--- src/rtl/clock_enable_monitor.sv ---
// Clock-enable strobe health monitor: measures strobe spacing, locks, flags missing/extra strobes.
// Ports: clk, rst (async high), en_in, clear -> locked, fault, missing_pulse, extra_pulse,
// period_last, err_count, period_min/period_max (CLOCK_ENABLE_MONITOR_JITTER_STATS_EN).
module clock_enable_monitor #(
  parameter int unsigned EXPECTED_PERIOD = 31250,
  parameter int unsigned TOLERANCE       = 2,
  parameter int unsigned LOCK_COUNT      = 4
) (
  input  logic        clk,
  input  logic        rst,
  input  logic        en_in,
  input  logic        clear,
  output logic        locked,
  output logic        fault,
  output logic        missing_pulse,
  output logic        extra_pulse,
  output logic [15:0] period_last,
  output logic [7:0]  err_count,
  output logic [15:0] period_min,
  output logic [15:0] period_max
);

  localparam logic [16:0] WIN_LO = 17'(EXPECTED_PERIOD - TOLERANCE);
  localparam logic [16:0] WIN_HI = 17'(EXPECTED_PERIOD + TOLERANCE);
  localparam logic [15:0] MISS_CNT = 16'(EXPECTED_PERIOD + TOLERANCE);
  localparam logic [3:0]  LOCK_N = 4'(LOCK_COUNT);

  typedef enum logic [1:0] {
    IDLE,
    ACQUIRE,
    LOCKED
  } state_t;

  state_t      state;
  state_t      state_nx;
  logic [15:0] cnt;
  logic [3:0]  good_cnt;
  logic [3:0]  good_nx;
  logic [16:0] p_m;
  logic        good;
  logic        early;
  logic        miss_ev;
  logic        extra_ev;
  logic        err_ev;
  logic        meas;

  assign p_m   = {1'b0, cnt} + 17'd1;
  assign good  = (p_m >= WIN_LO) && (p_m <= WIN_HI);
  assign early = (p_m < WIN_LO);
  assign err_ev = miss_ev | extra_ev;
  assign meas  = en_in && (state != IDLE);

  always_comb begin
    state_nx = state;
    good_nx  = good_cnt;
    miss_ev  = 1'b0;
    extra_ev = 1'b0;
    unique case (state)
      IDLE: begin
        if (en_in) begin
          state_nx = ACQUIRE;
          good_nx  = 4'd0;
        end
      end
      ACQUIRE: begin
        if (en_in) begin
          if (good) begin
            if (good_cnt + 4'd1 == LOCK_N) begin
              state_nx = LOCKED;
              good_nx  = 4'd0;
            end else begin
              good_nx = good_cnt + 4'd1;
            end
          end else begin
            good_nx = 4'd0;
          end
        end else if (cnt == 16'hFFFF) begin
          state_nx = IDLE;
          good_nx  = 4'd0;
        end
      end
      LOCKED: begin
        // A strobe landing exactly here is already late, so it is
        // reported as missing just like the no-strobe case.
        if (cnt == MISS_CNT) begin
          miss_ev  = 1'b1;
          state_nx = ACQUIRE;
          good_nx  = 4'd0;
        end else if (en_in && early) begin
          extra_ev = 1'b1;
          state_nx = ACQUIRE;
          good_nx  = 4'd0;
        end
      end
      default: begin
        state_nx = IDLE;
        good_nx  = 4'd0;
      end
    endcase
  end

  always_ff @(posedge clk or posedge rst) begin
    if (rst) begin
      state    <= IDLE;
      good_cnt <= 4'd0;
      cnt      <= 16'd0;
    end else begin
      state    <= state_nx;
      good_cnt <= good_nx;
      if (en_in) begin
        cnt <= 16'd0;
      end else if (cnt != 16'hFFFF) begin
        cnt <= cnt + 16'd1;
      end
    end
  end

  always_ff @(posedge clk or posedge rst) begin
    if (rst) begin
      locked        <= 1'b0;
      fault         <= 1'b0;
      missing_pulse <= 1'b0;
      extra_pulse   <= 1'b0;
      period_last   <= 16'd0;
      err_count     <= 8'd0;
    end else begin
      locked        <= (state_nx == LOCKED);
      missing_pulse <= miss_ev;
      extra_pulse   <= extra_ev;
      if (meas) begin
        period_last <= p_m[16] ? 16'hFFFF : p_m[15:0];
      end
      if (err_ev) begin
        fault <= 1'b1;
        if (clear) begin
          err_count <= 8'd1;
        end else if (err_count != 8'hFF) begin
          err_count <= err_count + 8'd1;
        end
      end else if (clear) begin
        fault     <= 1'b0;
        err_count <= 8'd0;
      end
    end
  end

`ifdef CLOCK_ENABLE_MONITOR_JITTER_STATS_EN
  logic        stat_upd;
  logic [15:0] p_m16;

  assign p_m16    = p_m[16] ? 16'hFFFF : p_m[15:0];
  assign stat_upd = (state == LOCKED) && en_in && good && !err_ev;

  always_ff @(posedge clk or posedge rst) begin
    if (rst) begin
      period_min <= 16'hFFFF;
      period_max <= 16'd0;
    end else if (clear) begin
      period_min <= 16'hFFFF;
      period_max <= 16'd0;
    end else if (stat_upd) begin
      if (p_m16 < period_min) begin
        period_min <= p_m16;
      end
      if (p_m16 > period_max) begin
        period_max <= p_m16;
      end
    end
  end
`else
  assign period_min = 16'd0;
  assign period_max = 16'd0;
`endif

endmodule
--- config.mk ---
export PLATFORM = sky130hd
export DESIGN_NAME = clock_enable_monitor
export DESIGN_NICKNAME = d
export VERILOG_FILES = /design/src/rtl/clock_enable_monitor.sv
export SDC_FILE = /design/constraint.sdc
export NUM_CORES = 1
export LEC_CHECK = 0
export CAP_MARGIN = 20
export CELL_PAD_IN_SITES_DETAIL_PLACEMENT = 1
export CELL_PAD_IN_SITES_GLOBAL_PLACEMENT = 1
export CORE_MARGIN = 2
export CORE_UTILIZATION = 40
export DETAILED_ROUTE_END_ITERATION = 12
export DONT_BUFFER_PORTS = 1
export PLACE_DENSITY_LB_ADDON = 0.1
export SLEW_MARGIN = 25
export SYNTH_ARGS = -nofsm -noshare
export SYNTH_HDL_FRONTEND = slang
export SYNTH_SLANG_ARGS = --single-unit
--- constraint.sdc ---
create_clock -name clk -period 3.3 [get_ports clk]
set_input_delay 0.495 -clock clk [delete_from_list [all_inputs] [get_ports clk]]
set_output_delay 0.495 -clock clk [all_outputs]
set_load 0.03 [all_outputs]
# Word-level counts from Yosys, hierarchy flattened
# Cells that the tools add are included.
# classes
addsub	4
order_cmp	3
eq_ne	11
n_mux	30
n_bitwise	1
n_reduce_logical	10
# ops
op	count
$mux 16	3
$mux 8	4
$mux 4	7
$add 16x1->17 const B	1
$ge 17x15->1 const B	1
$le 17x15->1 const B	1
$lt 17x15->1 const B	1
$add 16x1->16 const B	1
$eq 16x15->1 const B	1
$eq 16x16->1 const B	1
$ne 16x16->1 const B	1
$mux 2	7
$pmux 4 s3	1
$add 8x1->8 const B	1
$ne 8x8->1 const B	1
$reduce_bool 2->1	4
$mux 1	7
$ne 3x3->1 const B	2
$pmux 2 s3	1
$add 4x1->4 const B	1
$eq 2x2->1 const B	2
$eq 4x3->1 const B	1
$logic_and 1x1->1	3
$reduce_and 3->1	1
other kinds (5)	5
# word_totals
ff_bits	50
input_bits	4
out_inout_bits	60
word_cells	68

# Longest topological paths before layout
# Gate-level depths: netlist (run 1).
# logic_depth
word_depth	9
ltp_mapped	10

# Least setup slack after synthesis (run 1)
# Ideal clock, no wire load.
# synth_timing
path_kind	register to register
start	reg cnt[1]
end	reg err_count[3]
setup_time_ns	0.128
arrival_time_ns	2.832
required_ns	3.172
path_slack_ns	0.340
stages_incl_launch_ff	11
n_path_buf	2
period_less_slack_ns	2.960
path_cell_list	dfrtp_1 ha_1 buf_2 nand3_1 nor3_1 mux2_2 nor4_1 o31a_1 buf_6 nor3_1 mux2_1
# synth_via
elab_chain_cells	9
elab_cells_between_ends	13
cone_classes	add/sub (1); order compare (1); eq/ne (1); mux (6); bitwise (1); reduce/logical (3)
# synth_rtl
element	line	source
from (decl)	36	logic [15:0] cnt;
from (signal assigned)	113	cnt <= cnt + 16'd1;
$add 16x1->17	47	assign p_m = {1'b0, cnt} + 17'd1;
$lt 17x15->1	49	assign early = (p_m < WIN_LO);
$logic_and 1x1->1	89	end else if (en_in && early) begin
$mux 1	89	
$mux 1	85	if (cnt == MISS_CNT) begin
$mux 1	58	unique case (state)
$or 1x1->1 (*)	50	assign err_ev = miss_ev | extra_ev;
$reduce_bool 2->1 (no line)	--	
$reduce_and 2->1 (no line)	--	
to (signal assigned)	138	err_count <= err_count + 8'd1;
to (decl)	18	output logic [7:0] err_count,
# Mark *: on every way between the ends. The rest lies on a longest branch, timed or not.
# A chain may end at the register's enable or synchronous reset.

# Worst setup path in the final report (run 1)
# layout_timing
start	reg cnt[0]
end	reg err_count[3]
# Same word-level chain as after synthesis.

==> flow_metrics.env, run 1 <==
export IMPL_final_common_cell="dfrtp_1"
export IMPL_slowest_stage="o31a_1"
export IMPL_path_buf_inv=0
export IMPL_period_needed_ps=2950
export IMPL_syn_avg_cell_area_um2=8.90
export IMPL_clkTransAtPathRegs_ps=90
export IMPL_power_mw=1.11
export IMPL_tightest_slew_ps=624
export IMPL_crit_chain="ha_1, nand3_1, nor3_1, mux2_2, nor4_1, o31a_1, nor3_1, mux2_1"
export IMPL_setup_viol=0
export IMPL_synth_main_ff_cell="dfrtp_1"
export IMPL_hold_viol=0
export IMPL_drc_errors=0
export IMPL_core_area_um2=7290
export IMPL_hp_class="input pin to asynchronous set/reset pin"
export IMPL_via_per_inst=5.25
export IMPL_p_switching_mw=0.304
export IMPL_clkSinkCount=50
export IMPL_arrival_ps=3150
export IMPL_grt_start_max_net_pins=51
export IMPL_ys_warn_count=0
export IMPL_dp_hpwl_mm=5.00
export IMPL_r2r_cells=8
export IMPL_totalWireLength_mm=6.70
export IMPL_drive_gt1_frac=0.0828
export IMPL_layout_common_cells="dfrtp_1 (50), nor2_1 (39), nand2_1 (32), conb_1 (32), o21ai_0 (20)"
export IMPL_cts_max_path_buffers=2
export IMPL_required_ps=3500
export IMPL_multi_input_area_um2=1520
export IMPL_leakagePower_nw=1.40
export IMPL_maxSlewHeadroom=0.584
export IMPL_rows=31
export IMPL_clock_root_buffer="clkbuf_8"
export IMPL_path_common_cell="nor3_1"
export IMPL_antenna_found_initial=0
export IMPL_drv_cap=0
export IMPL_ir_worst_vdd_mv=0.154
export IMPL_gp_congestion=0.833
export IMPL_cp_max_fo=10
export IMPL_fill_cells=895
export IMPL_place_ws_ps=314
export IMPL_synthArstFlopShare=1.00
export IMPL_grt_setup_unrepaired="no"
export IMPL_ys_types=50
export IMPL_skew_ps=8.68
export IMPL_crit_path_end_kind="register"
export IMPL_comb_power_share=0.092
export IMPL_vias=2295
export IMPL_seq_area_um2=1250
export IMPL_fmax_mhz=339
export IMPL_wire_per_inst_um=15.3
export IMPL_design_area_um2=3100
export IMPL_num_nets_final=347
export IMPL_max_stage_delay_ps=390
export IMPL_dieArea_um2=8280
export IMPL_powerDensity_nw_per_um2=358
export IMPL_crit_type="register to register"
export IMPL_cts_repair_resized=0
export IMPL_pwr_share_seq=0.574
export IMPL_io_buffer_count=0
export IMPL_holdWs_ps=130
export IMPL_syn2layout_area_growth_pct=2.56
export IMPL_first_pass_iters=4
export IMPL_fin_ws_ps=352
export IMPL_ant_nets=0
export IMPL_start_kind="register"
export IMPL_cts_tree="built"
export IMPL_die_x_um=91.0
export IMPL_cts_hold_buf=0
export IMPL_ios=64
export IMPL_post_cts_buffers=0
export IMPL_diodes=0
export IMPL_dr_first_iter_drc_count=141
export IMPL_clk_insertion_delay_late_ps=310
export IMPL_slew_violations=0
export IMPL_groute_usage_overall=0.172
export IMPL_synth_seq_area_share=0.413
export IMPL_syn_inst=340
export IMPL_htree_levels=2
export IMPL_crit_family="simple AND/OR/NAND/NOR gates"
export IMPL_switching_share=0.274
export IMPL_final_setup_tns_ps=0
export IMPL_finalCritPeriodShare=0.893
export IMPL_place_area_um2=3010
export IMPL_grt_pass1_vias=2266
export IMPL_status="completed"
export IMPL_gr_total_overflow=0
export IMPL_ys_ff_latch=50
export IMPL_grt_pass1_wl_mm=11.5
export IMPL_synth_cell_area_um2=3030
export IMPL_start_util=0.415
export IMPL_critical_path_cell_count=8
export IMPL_pwr_share_clk=0.334
export IMPL_synth_edf_count=0
export IMPL_cts_buffers=5
export IMPL_die_h_um=91.0
export IMPL_p_int_mw=0.806
==> registers in the layout, summed over array words and instances (netlist names) <==
name / flops
missing_pulse: 1
extra_pulse: 1
fault: 1
state: 2
period_last: 16
err_count: 8
good_cnt: 4
cnt: 16
locked: 1
==> per-layer routing <==
layer	vias up	GRT usage	part of all wire
li1	1120	-	-
met1	1127	0.231	0.46
met2	40	0.280	0.49
met3	8	0.0357	0.036
met4	0	0.0492	0.013
met5	-	0	0
==> Yosys cell counts (all sizes together), types with 4 or more instances <==
cell | instances | area (um2)
nor2 | 39 | 146
dfrtp | 50 | 1250
a21o | 4 | 30.0
clkbuf | 11 | 41.3
buf | 39 | 287
a21oi | 11 | 55.1
o21ai | 21 | 105
nor4 | 5 | 31.3
nand2 | 32 | 120
ha | 6 | 75.1
and4 | 5 | 43.8
nand4 | 9 | 71.3
mux2 | 5 | 56.3
nor3 | 8 | 40.0
and3 | 4 | 25.0
inv | 12 | 45.0
xnor2 | 12 | 105
nand3 | 12 | 60.1
nor3b | 5 | 37.5
nor2b | 7 | 43.8
==> logic make-up (layout without fill, tap and decap cells) <==
| group | after synthesis | after routing | share of synthesized area |
|---|---|---|---|
| simple gates | 135 | 135 | 0.227 |
| mux | 7 | 7 | 0.0252 |
| other cells | 1 | 32 | 0.00124 |
| compound gates | 64 | 64 | 0.142 |
| xor+xnor | 15 | 15 | 0.0434 |
| buf+inv | 62 | 29 | 0.123 |
| fa+ha+maj | 6 | 6 | 0.0248 |
| flops | 50 | 50 | 0.413 |
==> power groups by stage <==
stage / sequential (mW) / combinational, mW / clock (mW)
floorplan: 0.650 / 0.121 / 0
global placement: 0.650 / 0.103 / 0
detailed placement: 0.650 / 0.104 / 0
CTS: 0.638 / 0.104 / 0.386
global route: 0.639 / 0.114 / 0.418
finish: 0.638 / 0.102 / 0.371
==> layout make-up <==
type | instances | area share
clock buffer | 7 | 0.0278
clock inverter | 1 | 0.00161
inverter | 12 | 0.0153
multi-input combinational | 259 | 0.491
sequential | 50 | 0.403
tap | 99 | 0.0399
timing repair buffer | 9 | 0.0218
==> stage by stage <==
step,std cells,util
after floorplan,371,-
after global placement,429,0.413
after detailed placement,429,0.413
after CTS,437,0.426
after global routing,437,0.426
final,437,0.426
==> final timing paths <==
kind | slack, ps | from | end
setup / recovery | 350 | cnt[0] | err_count[3]
hold / removal | 130 | rst | period_last[11]
setup reg to reg | 350 | cnt[0] | err_count[3]
hold reg to reg | 520 | good_cnt[3] | good_cnt[3]
max in group asynchronous | 2750 | rst | period_last[3]
min in group clk | 240 | clear | err_count[7]
Power figures use the tool's default switching activity.
==> run 2, diff against run 1 <==
CORE_UTILIZATION = 30   (was 40)
MAX_ROUTING_LAYER = met4   (was unset)
SLEW_MARGIN = 10   (was 25)
==> run 2 against run 1 <==
Net effect: register-to-register slack better by 40 ps; worst hold slack better by 65 ps; setup slack better by 39 ps; non-clock buffer count up 3; via count up 0.70%; critical path depth unchanged; sequential share of layout area down 1.0 points; clock-buffer cell count unchanged; first-iteration DRC count down 46%; clock power up 19%.
==> flow_metrics.env, run 2 (synthesized netlist as in run 1, its figures left out) <==
export IMPL_ant_nets=0
export IMPL_leakagePower_nw=1.42
export IMPL_slowest_stage="or4_4"
export IMPL_post_cts_buffers=0
export IMPL_drc_errors=0
export IMPL_dp_hpwl_mm=5.35
export IMPL_seq_area_um2=1250
export IMPL_gr_total_overflow=0
export IMPL_max_stage_delay_ps=440
export IMPL_layout_common_cells="dfrtp_1 (50), nor2_1 (39), nand2_1 (32), conb_1 (32), o21ai_0 (20)"
export IMPL_multi_input_area_um2=1520
export IMPL_ir_worst_vdd_mv=0.167
export IMPL_start_kind="register"
export IMPL_rr_startpoint="cnt[0]"
export IMPL_wire_per_inst_um=15.2
export IMPL_grt_pass1_wl_mm=12.4
export IMPL_period_needed_ps=2910
export IMPL_rows=36
export IMPL_top_regs="cnt: 16 flops, period_last: 16 flops, err_count: 8 flops"
export IMPL_status="completed"
export IMPL_totalWireLength_mm=7.22
export IMPL_r2r_slack_ps=390
export IMPL_setup_viol=0
export IMPL_holdWs_ps=195
export IMPL_cts_max_path_buffers=2
export IMPL_diodes=0
export IMPL_die_x_um=104
export IMPL_via_per_inst=4.88
export IMPL_place_area_um2=3080
export IMPL_slew_violations=0
export IMPL_design_area_um2=3180
export IMPL_final_setup_tns_ps=0
export IMPL_clkTransAtPathRegs_ps=100
export IMPL_fill_cells=1178
export IMPL_groute_usage_overall=0.142
export IMPL_required_ps=3500
export IMPL_cts_buffers=5
export IMPL_regToRegEndpoint="err_count[2]"
export IMPL_critical_path_cell_count=8
export IMPL_dieArea_um2=10900
export IMPL_path_buf_inv=0
export IMPL_clkSinkCount=50
export IMPL_drive_gt1_frac=0.0909
export IMPL_drv_cap=0
export IMPL_cp_max_fo=10
export IMPL_arrival_ps=3110
export IMPL_grt_start_max_net_pins=36
export IMPL_io_buffer_count=0
export IMPL_core_area_um2=9770
export IMPL_cts_hold_buf=0
export IMPL_powerDensity_nw_per_um2=372
export IMPL_crit_path_end_kind="register"
export IMPL_crit_type="register to register"
export IMPL_final_common_cell="dfrtp_1"
export IMPL_dr_first_iter_drc_count=76
export IMPL_syn2layout_area_growth_pct=5.17
export IMPL_tightest_slew_ps=747
export IMPL_cts_repair_resized=0
export IMPL_crit_family="simple AND/OR/NAND/NOR gates"
export IMPL_hold_viol=0
export IMPL_r2r_cells=8
export IMPL_start_util=0.310
export IMPL_fmax_mhz=344
export IMPL_skew_ps=11.5
export IMPL_gp_congestion=0.768
export IMPL_hp_class="input pin to asynchronous set/reset pin"
export IMPL_antenna_found_initial=0
export IMPL_vias=2311
export IMPL_grt_setup_unrepaired="no"
export IMPL_ios=64
export IMPL_htree_levels=2
export IMPL_num_nets_final=350
export IMPL_grt_pass1_vias=2389
export IMPL_finalCritPeriodShare=0.882
export IMPL_first_pass_iters=4
export IMPL_maxSlewHeadroom=0.502
export IMPL_die_h_um=104
export IMPL_power_mw=1.18
export IMPL_crit_chain="ha_1, xor2_1, or4_4, a221oi_2, nor4_1, o31a_2, nor3b_1, mux2_2"
export IMPL_clk_insertion_delay_late_ps=300
export IMPL_clock_root_buffer="clkbuf_8"
export IMPL_cts_tree="built"
[run 2: worst register-to-register path, stage by stage, from the launching register on]
cell      delay [ps]
dfrtp_1          390
ha_1             320
xor2_1           180
or4_4            440
a221oi_2         320
nor4_1           100
o31a_2           430
nor3b_1          260
mux2_2           360
[run 2: how the worst max path moves through the flow]
| stage | start | end | slack [ps] |
|---|---|---|---|
| final | cnt[0] | err_count[2] | 390 |
| after global routing | cnt[1] | good_cnt[1] | 60 |
| after CTS | cnt[1] | err_count[3] | 240 |
| after detailed placement | cnt[1] | err_count[3] | 270 |
| after global placement | cnt[0] | err_count[3] | 360 |
| after floorplan | cnt[1] | err_count[3] | 340 |
[run 2: final cells by class]
type                            instances  share of cell area
Multi-Input combinational cell        259               0.479
Sequential cell                        50               0.393
Tap cell                              133              0.0523
Timing Repair Buffer                   12              0.0283
Clock buffer                            7              0.0240
Inverter                               12              0.0142
Clock inverter                          1             0.00943
[run 2: where the power goes]
| group | switching, mW | total (mW) | internal [mW] |
|---|---|---|---|
| Sequential | 0.0180 | 0.638 | 0.620 |
| Combinational | 0.0864 | 0.104 | 0.0173 |
| Clock | 0.214 | 0.442 | 0.228 |
| Total | 0.319 | 1.18 | 0.865 |
[run 2: routing by layer]
metal  part of all wire  wire [um]  up-vias  global-route usage
met5                  0          0        -                   -
met4             0.0075         54        0              0.0270
met3              0.035        251        5              0.0320
met2               0.48       3440       42               0.228
met1               0.48       3480     1142               0.186
li1                   -          -     1122                   -
[run 2: stage by stage]
| stage | util | worst slack (ps) | instances |
|---|---|---|---|
| finish | 0.326 | 391 | 474 |
| global route | 0.326 | 55.2 | 474 |
| CTS | 0.326 | 238 | 474 |
| detailed placement | 0.315 | 274 | 466 |
| global placement | 0.315 | 364 | 466 |
| floorplan | - | 340 | 371 |
==> variant, RTL diff (settings of run 1) <==
Build with the macro `CLOCK_ENABLE_MONITOR_JITTER_STATS_EN` defined.
--- a/src/rtl/clock_enable_monitor.sv
+++ b/src/rtl/clock_enable_monitor.sv
@@ -1,6 +1,8 @@
 // Clock-enable strobe health monitor: measures strobe spacing, locks, flags missing/extra strobes.
 // Ports: clk, rst (async high), en_in, clear -> locked, fault, missing_pulse, extra_pulse,
 // period_last, err_count, period_min/period_max (CLOCK_ENABLE_MONITOR_JITTER_STATS_EN).
+`define CLOCK_ENABLE_MONITOR_JITTER_STATS_EN
+
 module clock_enable_monitor #(
   parameter int unsigned EXPECTED_PERIOD = 31250,
   parameter int unsigned TOLERANCE       = 2,
Function: changed (a bounded check fails within 4 cycles, from zero or initial values and one cycle with rst high).
==> variant against run 1 <==
Sequential power increased by 63%. Combinational power increased by 59%. Sequential cell count increased by 32. Critical endpoint is now period_min[10]. Clock power increased to 2.7 times the old value. Area after synthesis increased by 59%. Largest cell class unchanged. Routed wire length increased by 130%. Setup slack got worse by 0.32 ns. Maximum frequency decreased by 9.9%. Sequential share of layout area decreased by 7.6 points. Final area increased by 100%. Total power increased by 97%. Largest power group unchanged. Non-clock buffer count increased by 103.
==> variant: results (changes against run 1) <==
placement:
  place_area_um2: 5510  # was 3010 um2
  dpl.hpwl_um: 11000  # was 5000 um
  place.gp.congestion: 0.905  # was 0.833
  place_ws_ns: -0.559  # was 0.314 ns
power_and_ir_drop:
  pwr-share-clk_pct: 45.1  # was 33.4%
  power.leakage_nw: 3.16  # was 1.40 nW
  power.density_nw_per_um2: 344  # was 358 nW/um2
  ir_drop_mv: 0.293  # was 0.154 mV
  swShare_pct: 24.1  # was 27.4%
  comb_cell_power_uw: 162  # was 102 uW
routing:
  ant_nets: 0  # unchanged
  vias: 4295  # was 2295
  wire_per_inst_um: 20.3  # was 15.3 um
  drtIter0Drc: 177  # was 141
  drtPass1Iterations: 4  # unchanged
setup_path:
  arrival_ns: 3.53  # was 3.15 ns
  rrSetupSlack_ns: 0.03  # was 0.35 ns
  worst-r2r-cell-count: 16  # was 8
  cp_max_fo: 5  # was 10
  critPathKind: "reg -> reg"  # unchanged
global_routing:
  grt_start_max_net_pins: 46  # was 51
  use_met3_pct: 4.30  # was 3.57%
  grt_pass1_wl_um: 24500  # was 11500 um
  grt_use_met1_pct: 33.1  # was 23.1%
  grt_usage_pct: 24.2  # was 17.2%
  grt_pass1_vias: 4628  # was 2266
  antenna_found_initial: 0  # unchanged
  use_met2_pct: 39.2  # was 28.0%
clock_network:
  cts_buffer_depth: 2  # unchanged
  path_clk_slew_ns: 0.06  # was 0.09 ns
  cts-buffers-inserted: 9  # was 5
  cts_root_buffer: "clkbuf_16"  # was clkbuf_8
  clk_latency_ns: 0.35  # was 0.31 ns
  htreeDepth: 3  # was 2
timing:
  fin_hold_ws_ns: 0.153  # was 0.130 ns
  worst_pin_slew_ns: 0.719  # was 0.624 ns
  max_freq_ghz: 0.306  # was 0.339 GHz
  finClkSkew_ns: 0.00809  # was 0.00868 ns
logic_synthesis:
  synthArstFlopShare_pct: 100  # unchanged
  ys.warnings.count: 0  # unchanged
  synth_flop_cell: "dfrtp_1"  # unchanged
  yosysSeqAreaShare_pct: 43.2  # was 41.3%
  ys_types: 61  # was 50
  synthTopCellsByArea: "dfrtp_1, ha_1, dfstp_2"  # was dfrtp_1, buf_4, nor2_1
  synthTopCellsByCount: "dfrtp_1, inv_1, nor2_1, nand2_1, ha_1"  # was dfrtp_1, nor2_1, buf_4, nand2_1, o21ai_0
hold_path:
  hold_path_class: "in -> async"  # unchanged
outcome:
  status: "finished clean"  # unchanged
layout:
  n_fill_cell: 1339  # was 895
  drive_gt1_share_pct: 34.6  # was 8.28%
  fin_nets: 658  # was 347
## variant: critical path, cell delays in order (launching register included)
cell,delay [ns]
dfrtp_2,0.43
ha_4,0.18
nand3_4,0.12
nor4_4,0.38
buf_4,0.21
buf_6,0.11
nor2_2,0.05
inv_2,0.10
buf_4,0.12
ha_1,0.11
nand4_1,0.12
or3_4,0.43
a211oi_4,0.22
nor4b_4,0.08
buf_4,0.18
buf_4,0.15
o21bai_1,0.18
## variant: timing repair
action	4_1_cts	5_1_grt
pin swaps	6	23
gates resized for setup	13	62
cloned	0	1
setup buffers	8	21
endpoints found under the hold margin	0	0
endpoints found under the setup margin	32	35
## variant: layout make-up
type,count,share of cell area (%)
tap,147,2.90
inverter,54,3.21
clock buffer,13,4.26
clock inverter,3,0.355
timing repair buffer,112,14.0
sequential,82,32.7
multi-input combinational,358,42.6
## variant: path summary, 6_finish.rpt
path	from	end
hold reg to reg	good_cnt[3]	good_cnt[3]
max in group asynchronous	rst	cnt[1]
hold / removal	rst	period_last[13]
setup / recovery	cnt[0]	period_min[10]
min in group clk	clear	err_count[6]
setup reg to reg	cnt[0]	period_min[10]
## variant: metal layers
metal  routed length (um)  up-vias  share of wire [%]
met5                    0        -                  0
met4                  286        0                1.8
met3                  613       18                3.9
met2                 7730       82                 49
met1                 7000     2171                 45
li1                     -     2024                  -
## variant: cell families after synthesis
family	synth area share [%]
AO/OA/AOI/OAI	16.9
adder cells (fa/ha/maj)	9.64
flip-flops	43.2
buffers and inverters	6.75
XOR/XNOR	2.01
multiplexers	1.41
AND/OR/NAND/NOR	20.2
## variant: through the flow
stage / utilization (%) / std cells
after floorplan: - / 521
after global placement: 46.5 / 725
after detailed placement: 46.5 / 725
after CTS: 50.0 / 749
after global routing: 53.5 / 769
final: 53.5 / 769
